[config.mk]
export PLATFORM = sky130hd
export DESIGN_NAME = gor_accum
export DESIGN_NICKNAME = d
export VERILOG_FILES = /design/src/rtl/gor_accum.sv
export SDC_FILE = /design/constraint.sdc
export NUM_CORES = 1
export LEC_CHECK = 0
export ABC_CLOCK_PERIOD_IN_PS = 4100
export CAP_MARGIN = 20
export CORE_ASPECT_RATIO = 1.25
export CORE_MARGIN = 5
export CORE_UTILIZATION = 60
export DETAILED_ROUTE_END_ITERATION = 7
export GPL_ROUTABILITY_DRIVEN = 0
export PLACE_DENSITY_LB_ADDON = 0.12
export SYNTH_ARGS = -nofsm -noshare
export SYNTH_HDL_FRONTEND = slang
export SYNTH_SLANG_ARGS = --single-unit
[constraint.sdc]
create_clock -name clk -period 4.1 [get_ports clk]
set_clock_uncertainty 0.1 [all_clocks]
set_input_delay 0.41 -clock clk [delete_from_list [all_inputs] [get_ports clk]]
set_output_delay 0.41 -clock clk [all_outputs]
set_load 0.02 [all_outputs]
[src/rtl/gor_accum.sv]
// Purpose : bitwise OR/AND/XOR/NOR unit: single two-operand op, or fold of in_a over a burst.
// Latency : 1 cycle from accepted single beat / accepted in_last beat to out_valid.
// Backpr. : in_ready = !out_valid || out_ready; a held result freezes all outputs and stalls input.
//
// Ports:
//   clk, reset              rising-edge clock, synchronous active-high reset
//   in_valid/in_ready       input beat handshake
//   in_a, in_b, op          operands and operation (00 OR, 01 AND, 10 XOR, 11 NOR)
//   acc_mode, in_last       0: single op; 1: fold in_a over a burst ending at in_last
//   out_valid/out_ready     result handshake
//   out_y, out_any          result and its OR-reduction
//   out_beats, out_ovf      beats folded (saturating at MAX_BEATS), burst overflow flag
module gor_accum #(
    parameter  int WIDTH     = 16,
    parameter  int MAX_BEATS = 255,
    localparam int CNT_W     = $clog2(MAX_BEATS + 1)
) (
    input  logic             clk,
    input  logic             reset,
    input  logic             in_valid,
    output logic             in_ready,
    input  logic [WIDTH-1:0] in_a,
    input  logic [WIDTH-1:0] in_b,
    input  logic [1:0]       op,
    input  logic             acc_mode,
    input  logic             in_last,
    output logic             out_valid,
    input  logic             out_ready,
    output logic [WIDTH-1:0] out_y,
    output logic             out_any,
    output logic [CNT_W-1:0] out_beats,
    output logic             out_ovf
);

    typedef enum logic {S_IDLE, S_ACCUM} state_t;

    localparam logic [CNT_W-1:0] CNT_MAX = CNT_W'(MAX_BEATS);
    localparam logic [CNT_W-1:0] CNT_ONE = CNT_W'(1);

    function automatic logic [WIDTH-1:0] f_op(input logic [1:0] o,
                                              input logic [WIDTH-1:0] x,
                                              input logic [WIDTH-1:0] y);
        logic [WIDTH-1:0] r;
        case (o)
            2'b00:   r = x | y;
            2'b01:   r = x & y;
            2'b10:   r = x ^ y;
            default: r = ~(x | y);
        endcase
        return r;
    endfunction

    state_t           r_state, w_state_nxt;
    logic [WIDTH-1:0] r_acc, w_acc_nxt;
    logic [CNT_W-1:0] r_cnt, w_cnt_nxt;
    logic [1:0]       r_op,  w_op_nxt;
    logic             r_ovf, w_ovf_nxt;

    logic             r_out_vld;
    logic [WIDTH-1:0] r_out_y;
    logic             r_out_any;
    logic [CNT_W-1:0] r_out_beats;
    logic             r_out_ovf;

    logic             w_fire;
    logic             w_ld;
    logic [WIDTH-1:0] w_ld_y;
    logic [CNT_W-1:0] w_ld_beats;
    logic             w_ld_ovf;
    logic [WIDTH-1:0] w_fold;

    assign in_ready  = !r_out_vld || out_ready;
    assign w_fire    = in_valid && in_ready;
    assign w_fold    = f_op(r_op, r_acc, in_a);

    assign out_valid = r_out_vld;
    assign out_y     = r_out_y;
    assign out_any   = r_out_any;
    assign out_beats = r_out_beats;
    assign out_ovf   = r_out_ovf;

    // State register
    always_ff @(posedge clk) begin
        if (reset) r_state <= S_IDLE;
        else       r_state <= w_state_nxt;
    end

    // Next-state logic: a burst that ends on its first beat never enters ACCUM
    always_comb begin
        w_state_nxt = r_state;
        case (r_state)
            S_IDLE:  if (w_fire && acc_mode && !in_last) w_state_nxt = S_ACCUM;
            S_ACCUM: if (w_fire && in_last)              w_state_nxt = S_IDLE;
            default: w_state_nxt = S_IDLE;
        endcase
    end

    // Output logic: burst-register updates and result-load strobe
    always_comb begin
        w_acc_nxt  = r_acc;
        w_cnt_nxt  = r_cnt;
        w_op_nxt   = r_op;
        w_ovf_nxt  = r_ovf;
        w_ld       = 1'b0;
        w_ld_y     = w_fold;
        w_ld_beats = CNT_ONE;
        w_ld_ovf   = 1'b0;
        case (r_state)
            S_IDLE: begin
                if (w_fire) begin
                    if (!acc_mode) begin
                        w_ld   = 1'b1;
                        w_ld_y = f_op(op, in_a, in_b);
                    end else begin
                        w_acc_nxt = in_a;
                        w_cnt_nxt = CNT_ONE;
                        w_op_nxt  = op;
                        w_ovf_nxt = 1'b0;
                        w_ld      = in_last;
                        w_ld_y    = in_a;
                    end
                end
            end
            S_ACCUM: begin
                if (w_fire) begin
                    w_acc_nxt = w_fold;
                    // Count saturates; the data fold continues regardless
                    if (r_cnt == CNT_MAX) w_ovf_nxt = 1'b1;
                    else                  w_cnt_nxt = r_cnt + CNT_ONE;
                    w_ld       = in_last;
                    w_ld_y     = w_fold;
                    w_ld_beats = w_cnt_nxt;
                    w_ld_ovf   = w_ovf_nxt;
                end
            end
            default: ;
        endcase
    end

    // Burst working registers
    always_ff @(posedge clk) begin
        if (reset) begin
            r_acc <= '0;
            r_cnt <= '0;
            r_op  <= 2'b00;
            r_ovf <= 1'b0;
        end else begin
            r_acc <= w_acc_nxt;
            r_cnt <= w_cnt_nxt;
            r_op  <= w_op_nxt;
            r_ovf <= w_ovf_nxt;
        end
    end

    // Output register: loads only when in_ready was high, so a held result is never overwritten
    always_ff @(posedge clk) begin
        if (reset) begin
            r_out_vld   <= 1'b0;
            r_out_y     <= '0;
            r_out_any   <= 1'b0;
            r_out_beats <= '0;
            r_out_ovf   <= 1'b0;
        end else if (w_ld) begin
            r_out_vld   <= 1'b1;
            r_out_y     <= w_ld_y;
            r_out_any   <= |w_ld_y;
            r_out_beats <= w_ld_beats;
            r_out_ovf   <= w_ld_ovf;
        end else if (out_ready) begin
            r_out_vld   <= 1'b0;
        end
    end

endmodule
Word level (Yosys, flattened, before mapping)
Index checks and enable logic that the tools add are counted.

operators by class
  reduce and logical (&&, ||, !) cells = 13
  eq/ne operators = 8
  order comparisons = 0
  shift operators = 0
  bitwise logic cells = 9
  add/sub/neg operators = 1
  divide/modulo/power cells = 0
  multiplexer cells = 32
  $mul = 0

operators by type and width
  operator                                                         number
  16-bit one-hot mux with 3 select lines                           2
  16-bit 2-to-1 mux                                                5
  16-bit one-hot mux with 2 select lines                           2
  8-bit 2-to-1 mux                                                 6
  16-bit AND                                                       2
  16-bit inverter                                                  2
  16-bit bitwise OR                                                2
  16-bit XOR                                                       2
  8-bit one-hot mux with 2 select lines                            1
  16-bit OR reduction                                              1
  1-bit 2-to-1 mux                                                 13
  8-bit by 1-bit adder with 8-bit output, second input constant    1
  8-bit == test, second input constant                             1
  1-bit one-hot mux with 2 select lines                            3
  3-bit AND reduction                                              2
  2-bit by 1-bit == test with 1-bit output, second input constant  2
  2-bit == test, second input constant                             2
  1-bit logical AND                                                4
  2-bit logical NOT                                                2
  2-bit != test, second input constant                             2
  1-bit logical NOT                                                2
  2-bit by 1-bit != test with 1-bit output, second input constant  1
  2-bit nonzero test                                               1
  1-bit logical OR                                                 1
  1-bit inverter                                                   1

word-level totals
  memory bits (read-only) = 0
  memory bits (writable) = 0
  word-level logic and storage cells = 73
  memories kept = 0
  bits in registers = 55
  latch bits = 0

Longest topological paths before layout
  word-level depth = 7
  mapped depth = 9
  gate-level depth less buffers = 9

Worst setup path after synthesis
No wires, ideal clock.

  path kind = input to register
  start = input out_ready
  end = register r_out_any (netlist: out_any)
  arrival = 1,615 ps
  path slack = 2,249 ps
  cell stages on the path = 8
  setup time = 136 ps
  cells stage by stage = nand2b_2 -> and3_4 -> buf_6 -> a211o_1 -> o21ai_0 -> nand3_1 -> nor3_1 -> a311oi_1

on the way
  longest elaborated chain between the ends = 5
  elaborated cells on any way between the ends = 8
  those cells by class = 5 x mux; 3 x reduce/logical

RTL lines
  what                                    line  source
  start: declaration                      28    input logic out_ready,
  1-bit logical OR *                      72    assign in_ready = !r_out_vld || out_ready;
  1-bit logical AND *                     73    assign w_fire = in_valid && in_ready;
  16-bit 2-to-1 mux                       110   if (w_fire) begin
  16-bit one-hot mux with 2 select lines  108   case (r_state)
  16-bit OR reduction                     166   r_out_any <= |w_ld_y;
  end signal: assignment                  166
  end: declaration                        61    logic r_out_any;

Every way passes the cells marked *; elsewhere a longest branch is shown, timed or not.
A chain may end at the register's enable or synchronous reset.

Worst setup path in the final report
  start = register r_op[1]
  end = register r_out_any (netlist: out_any)

on the way
  longest elaborated chain between the ends = 5
  elaborated cells on any way between the ends = 7
  those cells by class = 2 x eq/ne; 3 x mux; 2 x reduce/logical

RTL lines
  what                                      line  source
  start: declaration                        56    logic [1:0] r_op, w_op_nxt;
  start signal: assignment                  150   r_op <= w_op_nxt;
  2-bit == test (tied with other cells)     44    case (o)
  16-bit one-hot mux with 3 select lines *  44
  16-bit 2-to-1 mux                         110
  16-bit one-hot mux with 2 select lines *  108
  16-bit OR reduction *                     166

Marks and branches as above.

==> results.json <==
{
  "synth_commonest_cells": "nor2_1 (76), ha_1 (65), inv_1 (65)",
  "clock-sinks": 55,
  "die_area_um2": 9910,
  "synth_cell_types": 55,
  "rows": 36,
  "period_needed_ns": 2.66,
  "placed_cells": 739,
  "power.internal_mw": 0.895,
  "cts_root_buffer": "clkbuf_8",
  "place_area_um2": 5380,
  "cp-start-kind": "flip-flop",
  "min_period_over_period_pct": 64.9,
  "combPwrFrac_pct": 34.0,
  "cts_max_level": 2,
  "drt-total-wl_mm": 12.5,
  "core-area_um2": 7790,
  "cp_common_cell": "a21oi_1",
  "synth_warnings": 0,
  "p_total_mw": 1.39,
  "drtIter0Drc": 357,
  "clkTransAtPathRegs_ns": 0.11,
  "final_cells": 747,
  "seq_area_um2": 1100,
  "path_class": "flip-flop to flip-flop",
  "n_antenna_cell": 0,
  "wl_per_cell_um": 16.8,
  "clock_latency_ns": 0.32,
  "netSwitchingFraction_pct": 35.6,
  "crit_required_ns": 4.17,
  "cpMaxStageDelayCell": "dfxtp_1",
  "ys_seq_elements": 55,
  "final_cell_area_um2": 5460,
  "synth_area_leaders": "dfxtp_1 (23%), ha_1 (17%), nor2_1 (5.9%)",
  "layout.nets": 756,
  "pwr-share-seq_pct": 42.6,
  "ys.flop_type": "dfxtp_1",
  "fin_setup_tns_ns": 0,
  "grt_use_total_pct": 25.2,
  "setup_violations": 0,
  "area_growth_syn_to_layout_pct": 13.8,
  "clk_path_buf_depth": 2,
  "grt_pass1_wl_mm": 20.7,
  "grt_start_max_net_pins": 56,
  "worst_pin_slew_ns": 1.03,
  "slew_violations": 0,
  "start_util_pct": 61.6,
  "via_per_inst": 5.99,
  "synth_xor_area_share_pct": 0.547,
  "p_leak_nw": 2.36,
  "grt_pass1_vias": 4466,
  "dr.pass1.iters": 5,
  "ir_drop_v": 0.000165,
  "die_height_um": 110,
  "final_core_util_pct": 70.1,
  "synth.most_common_cell": "nor2_1",
  "yosysTopAreaCell": "dfxtp_1",
  "share_clk_of_total_power_pct": 23.4,
  "status": "complete, no violations",
  "ioPinCount": 68,
  "yosys.area_share.simple_pct": 17.7,
  "netlist_instances": 611,
  "async_reset_ff_share_pct": 0,
  "die_x_um": 90.0,
  "drc_errors": 0,
  "multi_input_area_um2": 3190,
  "drive_gt1_share_pct": 8.28,
  "synth-edff-count": 0,
  "maxCapViolCount": 0,
  "antenna_found_initial": 0,
  "cts_tree": "yes",
  "cts_buffers": 5,
  "switching_power_mw": 0.494,
  "postCtsSetupBuffers": 0,
  "max_freq_mhz": 376,
  "hold_class": "flip-flop to flip-flop",
  "vias": 4474,
  "ant_nets": 0,
  "overflow": 0,
  "synth_compound_area_share_pct": 20.1,
  "cp_max_fo": 30,
  "syn_avg_cell_area_um2": 7.86,
  "io_buffers": 67,
  "power_density_nw_per_um2": 254,
  "finalHoldViolations": 0,
  "critPathCaptureType": "flip-flop",
  "synth.area.mux_share_pct": 11.1,
  "synth_top_area_share_pct": 22.9,
  "ys_seq_area_share_pct": 22.9,
  "critPathArrivalTime_ns": 2.73,
  "ctsResizeCount": 0,
  "worst_path_largest_cell_delay_ns": 0.68,
  "synth_top_family_by_area": "compound AO/OA/AOI/OAI gates",
  "worstPathCellList": "buf_4 -> mux2_2 -> a21oi_1 -> a21oi_1 -> nor4_1 -> a311oi_1",
  "slew-limit-headroom_pct": 31.2,
  "hpwl_mm": 9.32,
  "synth_adder_area_share_pct": 16.9,
  "rsz0062_at_grt": "false",
  "syn_area_um2": 4800,
  "n_fill_cell": 668,
  "synth_nets": 716,
  "hold_buffers": 0
}
[kinds of logic (layout without fill, tap and decap cells)]
logic type	after synthesis	after routing
multiplexers	48	48
flip-flops	55	55
XOR/XNOR	3	3
AND/OR/NAND/NOR	182	182
adder cells (fa/ha/maj)	65	65
AO/OA/AOI/OAI	151	151
buffers and inverters	107	148
[worst paths after layout]
check                           depth (start not counted)  slack (ns)                  from                    to
worst min-delay path                                    2        0.35  out_ovf$_SDFFE_PP0P_  out_ovf$_SDFFE_PP0P_
worst min register to register                          2        0.35  out_ovf$_SDFFE_PP0P_  out_ovf$_SDFFE_PP0P_
worst max-delay path                                    6        1.44  r_op[1]$_SDFFE_PP0P_  out_any$_SDFFE_PP0P_
worst max register to register                          6        1.44  r_op[1]$_SDFFE_PP0P_  out_any$_SDFFE_PP0P_
[flip-flops by register name (all words and copies together) (netlist names)]
register and flops:
r_cnt 8, r_acc 16, r_ovf 1, r_op 2, out_y 16, out_any 1
out_valid 1, out_ovf 1, r_state 1, out_beats 8
[per-stage QoR]
step / worst slack, ns / hold slack (ns)
finish: 1.44 / 0.355
global route: 1.28 / 0.382
CTS: 1.46 / 0.357
detailed placement: 1.20 / 0.344
global placement: 1.23 / 0.342
floorplan: 2.25 / 0.349
[placed cells by master (no fill, tap or decap), types with 3 or more instances in the layout]
cell type        instances
o21ai_1                  4
dfxtp_1                 55
nor3_1                  16
mux2_2                  14
a211oi_1                24
ha_1                    65
clkbuf_8                 5
o21ai_0                 20
a221oi_1                 5
a21oi_1                 54
nand3_1                 10
mux2_4                   7
nor2b_1                 17
buf_4                    7
o31ai_1                  4
o22ai_1                  9
mux2i_1                 26
nand2_1                 38
a21oi_2                  5
nand2b_1                 9
a211o_1                  3
o211ai_1                 3
clkdlybuf4s50_1         65
o22a_1                   6
nor2_1                  75
inv_1                   65
[worst max-delay path: cells and delay by family (launching register included)]
family / cells / cell delay, ns
AO/OA/AOI/OAI: 3 / 0.52
buffers and inverters: 1 / 0.47
flip-flops: 1 / 0.68
multiplexers: 1 / 0.38
AND/OR/NAND/NOR: 1 / 0.33
[final cells by class]
cell class | instances | area share, %
well taps | 95 | 2.18
multi-input cells | 449 | 58.5
clock buffers | 6 | 1.33
inverters | 66 | 4.53
flip-flops and latches | 55 | 20.2
repair buffers | 74 | 13.1
clock inverters | 2 | 0.298
[power by group through the flow]
| stage | logic [mW] | registers (mW) | clock network (mW) |
|---|---|---|---|
| after global routing | 0.523 | 0.595 | 0.343 |
| final | 0.472 | 0.591 | 0.324 |
| after CTS | 0.471 | 0.591 | 0.325 |
| after global placement | 0.452 | 0.603 | 0 |
| after floorplan | 0.301 | 0.616 | 0 |
| after detailed placement | 0.469 | 0.604 | 0 |
[routing by layer]
metal	track usage [%]	part of all wire, %	vias up
met4	13.0	4.1	0
met3	3.67	4.8	42
li1	-	-	2176
met2	47.1	51	154
met1	27.8	40	2102
met5	0	0	-
(Power assumes the default switching activity.)
